## src/rtl/uart_rx_core.sv

```systemverilog
// 8N1 (optionally 8-parity-1) UART receiver with mid-bit sampling and run-time rate select.
// Define UART_RX_PARITY_EN to add a parity bit (PARITY_ODD selects odd/even) to each frame.
`timescale 1ns/1ps
module uart_rx_core #(
  parameter int unsigned CLK_FREQ_HZ = 10_000_000,
  parameter int unsigned BAUD_LO     = 9600,
  parameter int unsigned BAUD_HI     = 19200,
  parameter int unsigned PARITY_ODD  = 0
) (
  input  logic       Clock,
  input  logic       Reset,
  input  logic       BaudRate,
  input  logic       RxDataIn,
  output logic [7:0] RxDataOut,
  output logic       RxDone,
  output logic       RxError,
  output logic       RxBusy
);

  localparam logic [10:0] N_LO = 11'(CLK_FREQ_HZ / BAUD_LO);
  localparam logic [10:0] N_HI = 11'(CLK_FREQ_HZ / BAUD_HI);

  typedef enum logic [2:0] {
    S_IDLE,
    S_START,
    S_DATA,
`ifdef UART_RX_PARITY_EN
    S_PARITY,
`endif
    S_STOP
  } state_t;

  state_t      r_state, w_state_nxt;
  logic        r_sync1, r_sync2;
  logic [1:0]  r_sync_vld;
  logic        r_armed;
  logic        r_baud;
  logic [10:0] r_cnt, w_cnt_nxt;
  logic [2:0]  r_bitn;
  logic [7:0]  r_shift;
  logic        w_rxs;
  logic [10:0] w_n, w_half;
  logic        w_bit_end;
  logic        w_start, w_shift_en, w_done, w_err, w_disarm, w_perr_ld, w_perr;

  assign w_rxs     = r_sync2;
  assign w_n       = r_baud ? N_HI : N_LO;
  assign w_half    = (w_n >> 1) - 11'd1;
  assign w_bit_end = (r_cnt == w_n - 11'd1);
  assign RxBusy    = (r_state != S_IDLE);

  always_ff @(posedge Clock or negedge Reset) begin
    if (!Reset) r_state <= S_IDLE;
    else        r_state <= w_state_nxt;
  end

  always_comb begin
    w_state_nxt = r_state;
    w_cnt_nxt   = r_cnt + 11'd1;
    w_start     = 1'b0;
    w_shift_en  = 1'b0;
    w_done      = 1'b0;
    w_err       = 1'b0;
    w_disarm    = 1'b0;
    w_perr_ld   = 1'b0;
    case (r_state)
      S_IDLE: begin
        w_cnt_nxt = '0;
        if (r_armed && !w_rxs) begin
          w_state_nxt = S_START;
          w_start     = 1'b1;
        end
      end
      S_START: begin
        if (r_cnt == w_half) begin
          w_cnt_nxt   = '0;
          w_state_nxt = w_rxs ? S_IDLE : S_DATA;
        end
      end
      S_DATA: begin
        if (w_bit_end) begin
          w_cnt_nxt  = '0;
          w_shift_en = 1'b1;
          if (r_bitn == 3'd7) begin
`ifdef UART_RX_PARITY_EN
            w_state_nxt = S_PARITY;
`else
            w_state_nxt = S_STOP;
`endif
          end
        end
      end
`ifdef UART_RX_PARITY_EN
      S_PARITY: begin
        if (w_bit_end) begin
          w_cnt_nxt   = '0;
          w_perr_ld   = 1'b1;
          w_state_nxt = S_STOP;
        end
      end
`endif
      S_STOP: begin
        if (w_bit_end) begin
          w_cnt_nxt   = '0;
          w_state_nxt = S_IDLE;
          if (!w_rxs) begin
            w_err    = 1'b1;
            w_disarm = 1'b1;
          end else if (w_perr) begin
            w_err = 1'b1;
          end else begin
            w_done = 1'b1;
          end
        end
      end
      default: begin
        w_cnt_nxt   = '0;
        w_state_nxt = S_IDLE;
      end
    endcase
  end

  // r_sync_vld holds off arming until the synchroniser carries the real line,
  // since its reset value of 1 would otherwise arm mid-frame after reset release.
  always_ff @(posedge Clock or negedge Reset) begin
    if (!Reset) begin
      r_sync1    <= 1'b1;
      r_sync2    <= 1'b1;
      r_sync_vld <= '0;
      r_armed    <= 1'b0;
      r_baud     <= 1'b0;
      r_cnt      <= '0;
      r_bitn     <= '0;
      r_shift    <= '0;
      RxDataOut  <= '0;
      RxDone     <= 1'b0;
      RxError    <= 1'b0;
    end else begin
      r_sync1    <= RxDataIn;
      r_sync2    <= r_sync1;
      r_sync_vld <= {r_sync_vld[0], 1'b1};
      r_cnt      <= w_cnt_nxt;
      RxDone     <= w_done;
      RxError    <= w_err;
      if (w_start) begin
        r_baud <= BaudRate;
        r_bitn <= '0;
      end
      if (w_shift_en) begin
        r_shift <= {w_rxs, r_shift[7:1]};
        r_bitn  <= r_bitn + 3'd1;
      end
      if (w_done) RxDataOut <= r_shift;
      if (w_disarm)
        r_armed <= 1'b0;
      else if (r_state == S_IDLE && w_rxs && r_sync_vld[1])
        r_armed <= 1'b1;
    end
  end

`ifdef UART_RX_PARITY_EN
  logic r_perr;
  always_ff @(posedge Clock or negedge Reset) begin
    if (!Reset)         r_perr <= 1'b0;
    else if (w_start)   r_perr <= 1'b0;
    else if (w_perr_ld) r_perr <= ((^{r_shift, w_rxs}) != 1'(PARITY_ODD));
  end
  assign w_perr = r_perr;
`else
  logic w_unused_cfg;
  assign w_perr       = 1'b0;
  assign w_unused_cfg = 1'(PARITY_ODD) ^ w_perr_ld;
`endif

endmodule
```

## config.mk

```make
export PLATFORM = sky130hd
export DESIGN_NAME = uart_rx_core
export DESIGN_NICKNAME = d
export VERILOG_FILES = /design/src/rtl/uart_rx_core.sv
export SDC_FILE = /design/constraint.sdc
export NUM_CORES = 1
export LEC_CHECK = 0
export ABC_AREA = 1
export BUFFER_PORTS_ARGS = -buffer_cell sky130_fd_sc_hd__clkbuf_2
export CAP_MARGIN = 20
export CORE_MARGIN = 4
export CORE_UTILIZATION = 61
export CTS_BUF_LIST = sky130_fd_sc_hd__clkbuf_8
export CTS_CLUSTER_SIZE = 25
export DETAILED_ROUTE_END_ITERATION = 7
export PLACE_DENSITY_LB_ADDON = 0.15
export SYNTH_ARGS = -nofsm -noshare
export SYNTH_HDL_FRONTEND = slang
export SYNTH_SLANG_ARGS = --single-unit
```

## constraint.sdc

```tcl
create_clock -name Clock -period 1.7 [get_ports Clock]
set_input_delay 0.34 -clock Clock [delete_from_list [all_inputs] [get_ports Clock]]
set_output_delay 0.34 -clock Clock [all_outputs]
set_load 0.05 [all_outputs]
```

==> results of run 1 <==
-- stage by stage --
stage / area (um2) / util
5_1_grt: 2160 / 0.714
2_1_floorplan: 1910 / -
6_report: 2160 / 0.714
3_5_place_dp: 2040 / 0.674
3_3_place_gp: 2040 / 0.674
4_1_cts: 2130 / 0.702
-- area by class of cell --
type                    count  area share
repair buffers             18      0.0463
well taps                  44      0.0255
inverters                  28      0.0509
clock inverters             3     0.00752
clock buffers               5      0.0318
flip-flops and latches     40       0.465
multi-input cells         146       0.373
-- Yosys cell counts, drive strengths merged, types with 2 or more instances --
library cell / number
nand2: 64
dfrtp: 38
inv: 28
o21ai: 23
nor2: 16
nand3: 14
a21oi: 13
nor3: 4
ha: 3
buf: 2
dfstp: 2
or2: 2
-- cells by family after synthesis --
family                     share of synthesized area
DFF                                            0.526
buffers and inverters                         0.0695
other                                        0.00197
adders and majority gates                     0.0197
xor gates and xnor gates                     0.00918
and+or+nand+nor                                0.239
AOI/OAI and AO/OA                              0.135
-- power breakdown --
part	switching, uW	total, uW	internal, uW
registers	90.2	1130	1040
clock network	329	609	281
logic	560	822	262
-- state kept, by name, indices dropped and copies added, names as in the netlist --
name	cells
r_sync2	1
r_baud	1
RxError	1
r_cnt	11
r_shift	8
r_sync1	1
RxDone	1
r_state	2
r_armed	1
r_sync_vld	2
r_bitn	3
RxDataOut	8
-- per-layer routing --
metal,up-vias,GRT usage,share of wire
met5,-,0,0
met2,40,0.334,0.47
met4,0,0.105,0.021
met1,684,0.263,0.46
met3,9,0.0387,0.048
li1,736,-,-
-- worst max-delay path, cell delays in order (launching register included) --
cell and delay (ns):
dfrtp_1 0.44, nor2_1 0.08, inv_1 0.19, buf_2 0.31
-- path summary, 6_finish.rpt --
| path | from | end | depth (start not counted) |
|---|---|---|---|
| setup / recovery | r_state[1] | RxBusy | 3 |
| hold / removal | Reset | r_bitn[2] | 2 |
| setup reg to reg | r_baud | RxDataOut[1] | 10 |
| hold reg to reg | r_sync1 | r_sync2 | 0 |
| max in group asynchronous | Reset | r_sync2 | 2 |
| min in group Clock | RxDataIn | r_sync1 | 1 |
==> results.md, run 1 <==
- DR iter-0 viols: 60
- Final slew viol count: 0
- Later-pin clock latency in the skew report: ~0.3 ns
- Row cnt: 20
- Final worst slack: ~0.048 ns
- Synth area leaders: dfrtp_1, nand2_1, o21ai_2
- Total power draw: approximately 2600 uW
- Top-area cell type share of the netlist area: 0.498
- TritonCTS clock tree: built
- Die width: ~64 um
- Via Count: 1469
- Die Span Y: 63.9 um
- Most frequent cells in the layout: nand2_1, dfrtp_1, inv_1
- Leak pwr: approximately 0.0011 uW
- ANT nets after route: 0
- Yosys top cell by area: dfrtp_1
- Hold Slack: between 0.09 and 0.1 ns
- Status: completed
- N_diodes: 0
- Sequential area share after synthesis: 0.526
- Post-DP HPWL: ~2600 um
- Layout cells sized above 1: 0.246
- Dpl cells: 275
- Pwr dens: 1180 nW/um2
- Tcrit/Tclk final: 0.972
- Crit end category: primary output
- Crit path DAT: ~1.3 ns
- Filler cells: ~220
- Maxcap violations: 0
- Flip-flop and latch area: between 1000 and 1500 um2
- Post-Syn Area: 1910 um2
- Count of final hold-check violations: 0
- Largest net degree at the start of global routing: roughly 40
- Vias in the first global route: about 1500
- Num CTS Buffers: 5
- Initial antenna violation count: 0
- Global route overflow: 0
- Layout area overhead: 13.3%
- CP startpoint kind: flip-flop
- Placeable Area: slightly above 3000 um2
- Syn avg cell area: 8.87 um2
- Netlist cell types: 27
- Longest Clk Path Bufs: 2
- Cells after Synth: around 220
- GRT Total Usage: 0.206
- RSZ-0062 raised after global routing: false
- Htree depth: 2
- Top-Level Pins: 15
- DIE AREA: roughly 4000 um2
- Vias per cell: between 5 and 6
- First drt pass iteration count: 4
- First-pass GRT wire length: ~6500 um
- Post-synth ARST share: 1.00
- WS Path Type: reg2out
- Post-CTS Resized: 0
- Hold-fix buffers, CTS: 0
- Post-synth EDFFs: 0
- Nets: about 250
- Hold Path Class: in2async
- Final setup fails: 0
- Multi-input logic area: between 800 and 900 um2
- VDD IR max: roughly 0.71 mV
- DP Worst Slack: ~0.024 ns
- Skew final: around 0.011 ns
- Syn nets: 222
- Maximum clock frequency: 605 MHz
- Max FO, Critical Path: 7
- Detailed-route wire length: roughly 3700 um
- Leading cell type in the layout, fill and taps excluded: nand2_1
- Residual DRC count: 0
- Final min period: 1.65 ns
- Setup TNS: 0 ns
- Synth Warn #: 0
- Critical Path RT: ~1.4 ns
- Postcts setup bufs: 0
- Setup slack, reg-to-reg: around 0.14 ns
- Clk pin slew, worst setup/hold paths: approximately 0.080 ns
- DR WL/cell: ~13 um
- IO buf count: 14
- Clock sink count: 40
- #FFs+latches synth: 40
- Root buffer cell: clkbuf_8
- Routability-driven placement congestion ratio: 0.838
- Ys flop type: dfrtp_1
- Non-filler cells, final: approximately 280
- Initial Utilization: 0.630
(Power assumes the default switching activity.)
==> inputs of run 2 (changes only) <==
- CELL_PAD_IN_SITES_DETAIL_PLACEMENT: not set -> 0
- CELL_PAD_IN_SITES_GLOBAL_PLACEMENT: not set -> 1
- CORE_UTILIZATION: 61 -> 47
==> results.md, run 2 (synthesized netlist as in run 1, its figures left out) <==
- Tcrit/Tclk final: 0.926 (was 0.972)
- Layout area overhead: 13.8% (was 13.3%)
- GRT Total Usage: 0.144 (was 0.206)
- Longest Clk Path Bufs: 2 (unchanged)
- Die Span Y: 71.7 um (was 63.9 um)
- N_diodes: 0 (unchanged)
- Placeable Area: 3800 um2 (was 3030 um2)
- RR Endpoint: r_shift[6] (was RxDataOut[1])
- Worst Reg-to-Reg Cells: 10 (unchanged)
- Clk pin slew, worst setup/hold paths: 0.08 ns (about the same)
- First drt pass iteration count: 4 (unchanged)
- Maxcap violations: 0 (unchanged)
- IO buf count: 14 (unchanged)
- Initial antenna violation count: 0 (unchanged)
- DR iter-0 viols: 87 (was 60)
- Root buffer cell: clkbuf_8 (unchanged)
- Vias per cell: 4.88 (was 5.17)
- CP max stage delay: 0.43 ns (was 0.44 ns)
- Max FFs per register: 11 (unchanged)
- Crit end category: primary output (unchanged)
- Die width: 71.7 um (was 63.9 um)
- Detailed-route wire length: 3560 um (was 3680 um)
- Setup slack, reg-to-reg: 0.13 ns (was 0.14 ns)
- Most frequent cells in the layout: nand2_1, dfrtp_1, inv_1 (unchanged)
- TritonCTS clock tree: built (unchanged)
- Max FO, Critical Path: 7 (unchanged)
- Hold Path Class: in2async (unchanged)
- DR WL/cell: 12.3 um (was 13.0 um)
- WP buf/inv: 2 (unchanged)
- Final slew viol count: 0 (unchanged)
- Vias in the first global route: 1417 (was 1473)
- Nets: 247 (was 246)
- Post-route cell area: 2170 um2 (was 2160 um2)
- First-pass GRT wire length: 5940 um (was 6470 um)
- Final Core Density: 0.572 (was 0.714)
- Post-DP HPWL: 2490 um (was 2560 um)
- Critical Path RT: 1.36 ns (about the same)
- Status: completed (unchanged)
- WS Path Type: reg2out (unchanged)
- Worst Tran Pin Value: around 0.51 ns
- Largest net degree at the start of global routing: 41 (unchanged)
- Num CTS Buffers: 5 (unchanged)
- Crit-path leading delay family: flip-flops (was buffers and inverters)
- Layout cells sized above 1: 0.253 (was 0.246)
- Crit path DAT: 1.23 ns (was 1.31 ns)
- Final setup fails: 0 (unchanged)
- Slowest CP cell: dfrtp_1 (unchanged)
- Residual DRC count: 0 (unchanged)
- CP startpoint kind: flip-flop (unchanged)
- ANT nets after route: 0 (unchanged)
- Pwr dens: 1190 nW/um2 (was 1180 nW/um2)
- Global route overflow: 0 (unchanged)
- Final min period: 1.57 ns (was 1.65 ns)
- Cell Area, Placed: 2050 um2 (was 2040 um2)
- DIE AREA: 5140 um2 (was 4090 um2)
- Critical R2R Launch: r_baud (unchanged)
- Top flop regs: r_cnt (11), RxDataOut (8), r_shift (8) (unchanged)
- Setup TNS: 0 ns (unchanged)
- Count of final hold-check violations: 0 (unchanged)
- RSZ-0062 raised after global routing: false (unchanged)
- Worst slew margin: 0.662
- Post-CTS Resized: 0 (unchanged)
- Top-Level Pins: 15 (unchanged)
- Later-pin clock latency in the skew report: 0.29 ns (was 0.30 ns)
- Clock sink count: 40 (unchanged)
- Via Count: 1409 (was 1469)
- Skew final: 0.00873 ns (was 0.0110 ns)
- Postcts setup bufs: 0 (unchanged)
- Leading cell type in the layout, fill and taps excluded: nand2_1 (unchanged)
- Row cnt: 22 (was 20)
- Routability-driven placement congestion ratio: 0.791 (was 0.838)
- Hold-fix buffers, CTS: 0 (unchanged)
- Initial Utilization: 0.502 (was 0.630)
- Top reg by flops: r_cnt (unchanged)
- Htree depth: 2 (unchanged)
- Maximum clock frequency: 636 MHz (was 605 MHz)
- Leak pwr: 0.00109 uW (was 0.00107 uW)
- Critical Path, Cell by Cell: nor2_1 -> inv_2 -> clkbuf_4 (was nor2_1 -> inv_1 -> buf_2)
- VDD IR max: 0.733 mV (was 0.711 mV)
==> run 2: per-layer routing <==
| metal | GRT usage | routed length (um) | vias up |
|---|---|---|---|
| li1 | - | - | 733 |
| met1 | 0.194 | 1840 | 652 |
| met2 | 0.227 | 1580 | 20 |
| met3 | 0.0393 | 121 | 4 |
| met4 | 0.0459 | 23 | 0 |
| met5 | 0 | 0 | - |
==> run 2: final cells by class <==
type	instances	area (um2)
Tap cell	48	60.1
Clock inverter	2	15.0
Fill cell	343	1630
Multi-Input combinational cell	146	790
Inverter	28	110
Clock buffer	6	82.6
Timing Repair Buffer	19	110
Sequential cell	40	1000
==> run 2: worst max path at each step <==
stage                         to  slack (ns)  startpoint  depth (start not counted)
finish                    RxBusy        0.13  r_state[1]                          3
global route          r_shift[1]        0.01      r_baud                         10
CTS                 RxDataOut[7]        0.03      r_baud                         10
detailed placement  RxDataOut[1]        0.08      r_baud                         10
global placement    RxDataOut[4]        0.11      r_baud                         10
floorplan           RxDataOut[5]        0.24      r_baud                         11
==> run 2: worst register-to-register path: cells and delay by family (launching register included) <==
kind	cells	cell delay [ns]
DFF	1	0.46
buffers and inverters	2	0.22
and+or+nand+nor	7	0.71
AOI/OAI and AO/OA	1	0.05
==> run 2: report_power, final <==
part / switching, uW / total [uW] / internal, uW
Sequential: 93.3 / 1130 / 1040
Clock: 329 / 657 / 328
Combinational: 531 / 791 / 260
==> run 2: metrics by stage <==
| step | instances | setup WS [ns] | hold WS [ns] | total power, uW |
|---|---|---|---|---|
| 2_1_floorplan | 215 | 0.237 | 0.0444 | 1710 |
| 3_3_place_gp | 280 | 0.113 | 0.335 | 1890 |
| 3_5_place_dp | 280 | 0.0768 | 0.345 | 1910 |
| 4_1_cts | 288 | 0.0301 | 0.124 | 2580 |
| 5_1_grt | 289 | 0.0117 | 0.126 | 2760 |
| 6_report | 289 | 0.127 | 0.105 | 2580 |
==> inputs of run 3 (changes only) <==
- PLACE_DENSITY_LB_ADDON: 0.15 -> 0.1
- clock period: 1.7 -> 1.8 ns (I/O delays scaled with it)
==> results.md, run 3 (synthesized netlist as in run 1, its figures left out) <==
- Status: completed (unchanged)
- Crit end category: flip-flop (was primary output)
- DR WL/cell: 12.6 um (was 12.3 um)
- Hold-fix buffers, CTS: 0 (unchanged)
- Worst Reg-to-Reg Cells: 10 (unchanged)
- IO buf count: 14 (unchanged)
- Htree depth: 2 (unchanged)
- Root buffer cell: clkbuf_8 (unchanged)
- WS Path Type: reg2reg (was reg2out)
- Row cnt: 22 (unchanged)
- Global route overflow: 0 (unchanged)
- Met2 usage: 0.227 (unchanged)
- Layout area overhead: 12.5% (was 13.8%)
- Setup crit start: r_baud (was r_state[1])
- GR peak layer: met2 (unchanged)
- Initial Utilization: 0.502 (unchanged)
- Crit path DAT: 1.83 ns (was 1.23 ns)
- Via Count: 1475 (was 1409)
- VDD IR max: 0.667 mV (was 0.733 mV)
- Maximum clock frequency: between 600 and 700 MHz
- Layout cells sized above 1: 0.238 (was 0.253)
- Largest net degree at the start of global routing: 41 (unchanged)
- Total power draw: 2420 uW (was 2580 uW)
- Final slew viol count: 0 (unchanged)
- Post-DP HPWL: 2580 um (was 2490 um)
- Dpl cells: 278 (was 280)
- First drt pass iteration count: 5 (was 4)
- N_diodes: 0 (unchanged)
- First-pass GRT wire length: 6270 um (was 5940 um)
- Detailed-route wire length: 3610 um (was 3560 um)
- GR Util met1: 0.217 (was 0.194)
- Die Span Y: 71.7 um (unchanged)
- Postcts setup bufs: 0 (unchanged)
- Count of final hold-check violations: 0 (unchanged)
- DR iter-0 viols: 93 (was 87)
- Tcrit/Tclk final: 0.915
- Clock sink count: 40 (unchanged)
- Setup TNS: 0 ns (unchanged)
- Max FO, Critical Path: 8 (was 7)
- Placeable Area: 3800 um2 (unchanged)
- Top reg by flops: r_cnt (unchanged)
- Flip-flop and latch area: 1000 um2 (about the same)
- Num CTS Buffers: 5 (unchanged)
- GRT Total Usage: 0.155 (was 0.144)
- Post-CTS Resized: 0 (unchanged)
- TritonCTS clock tree: built (unchanged)
- Residual DRC count: 0 (unchanged)
- Die width: 71.7 um (unchanged)
- Final setup fails: 0 (unchanged)
- Leak pwr: 0.00108 uW (was 0.00109 uW)
- Met3 usage: 0.0393 (unchanged)
- Later-pin clock latency in the skew report: 0.29 ns (about the same)
- Leading cell type in the layout, fill and taps excluded: nand2_1 (unchanged)
- Initial antenna violation count: 0 (unchanged)
- Pwr dens: 1130 nW/um2 (was 1190 nW/um2)
- Max FFs per register: 11 (unchanged)
- ANT nets after route: 0 (unchanged)
- Critical R2R Launch: r_baud (unchanged)
- Clk pin slew, worst setup/hold paths: 0.08 ns (about the same)
- Longest Clk Path Bufs: 2 (unchanged)
- Vias per cell: 5.14 (was 4.88)
- Final min period: 1.65 ns
- Critical Path RT: 1.99 ns (was 1.36 ns)
- DIE AREA: 5140 um2 (unchanged)
- RSZ-0062 raised after global routing: false (unchanged)
- Top flop regs: r_cnt (11), RxDataOut (8), r_shift (8) (unchanged)
- Skew final: 0.00786 ns (was 0.00873 ns)
- Maxcap violations: 0 (unchanged)
- Multi-input logic area: 782 um2 (was 790 um2)
- Hold Slack: 0.125 ns (was 0.105 ns)
- CP startpoint kind: flip-flop (unchanged)
- Filler cells: 335 (was 343)
- Hold Path Class: in2async (unchanged)
- Nets: 245 (was 247)
- Non-filler cells, final: 287 (was 289)
- Vias in the first global route: 1420 (was 1417)
- Most frequent cells in the layout: nand2_1, dfrtp_1, inv_1 (unchanged)
- Routability-driven placement congestion ratio: 0.761 (was 0.791)
- Top-Level Pins: 15 (unchanged)
-- run 3: cell type report --
type	instances	area share
clock inverter	2	0.00700
timing repair buffer	17	0.0431
tap	48	0.0280
multi-input combinational	146	0.364
clock buffer	6	0.0385
inverter	28	0.0513
sequential	40	0.468
-- run 3: final timing paths --
| kind | to | slack [ns] |
|---|---|---|
| worst max-delay path | RxDataOut[0] | 0.15 |
| worst max register to register | RxDataOut[0] | 0.15 |
| min in group Clock | r_sync1 | 0.15 |
| max in group asynchronous | r_sync2 | 1.31 |
| worst min-delay path | r_bitn[0] | 0.12 |
| worst min register to register | r_sync_vld[1] | 0.35 |
-- run 3: stage by stage --
step	utilization	instance area [um2]	worst slack (ns)
floorplan	-	1910	0.337
global placement	0.537	2040	0.197
detailed placement	0.537	2040	0.166
CTS	0.562	2140	0.152
global route	0.565	2150	0.0383
finish	0.565	2150	0.152
-- run 3: report_power, final --
part | internal [uW] | switching [uW] | total [uW] | leakage (uW)
Clock | 310 | 308 | 618 | 0.0000434
Combinational | 238 | 501 | 738 | 0.000501
Sequential | 978 | 84.9 | 1060 | 0.000535
Total | 1530 | 893 | 2420 | 0.00108
-- run 3: per-layer routing --
layer  share of wire  up-vias
met5               0        -
met4          0.0078        0
met1            0.50      696
li1                -      731
met3           0.049        5
met2            0.45       43
-- run 3: worst max-delay path, stage by stage (launching register included) --
cell and delay [ns]:
dfrtp_1 0.46, inv_2 0.15, nand2_1 0.06, nand2_1 0.06, nand2_1 0.06, nor2_2 0.18, nand2_4 0.10, inv_6 0.10
nand3_2 0.22, nand2_1 0.12, nand2_1 0.05
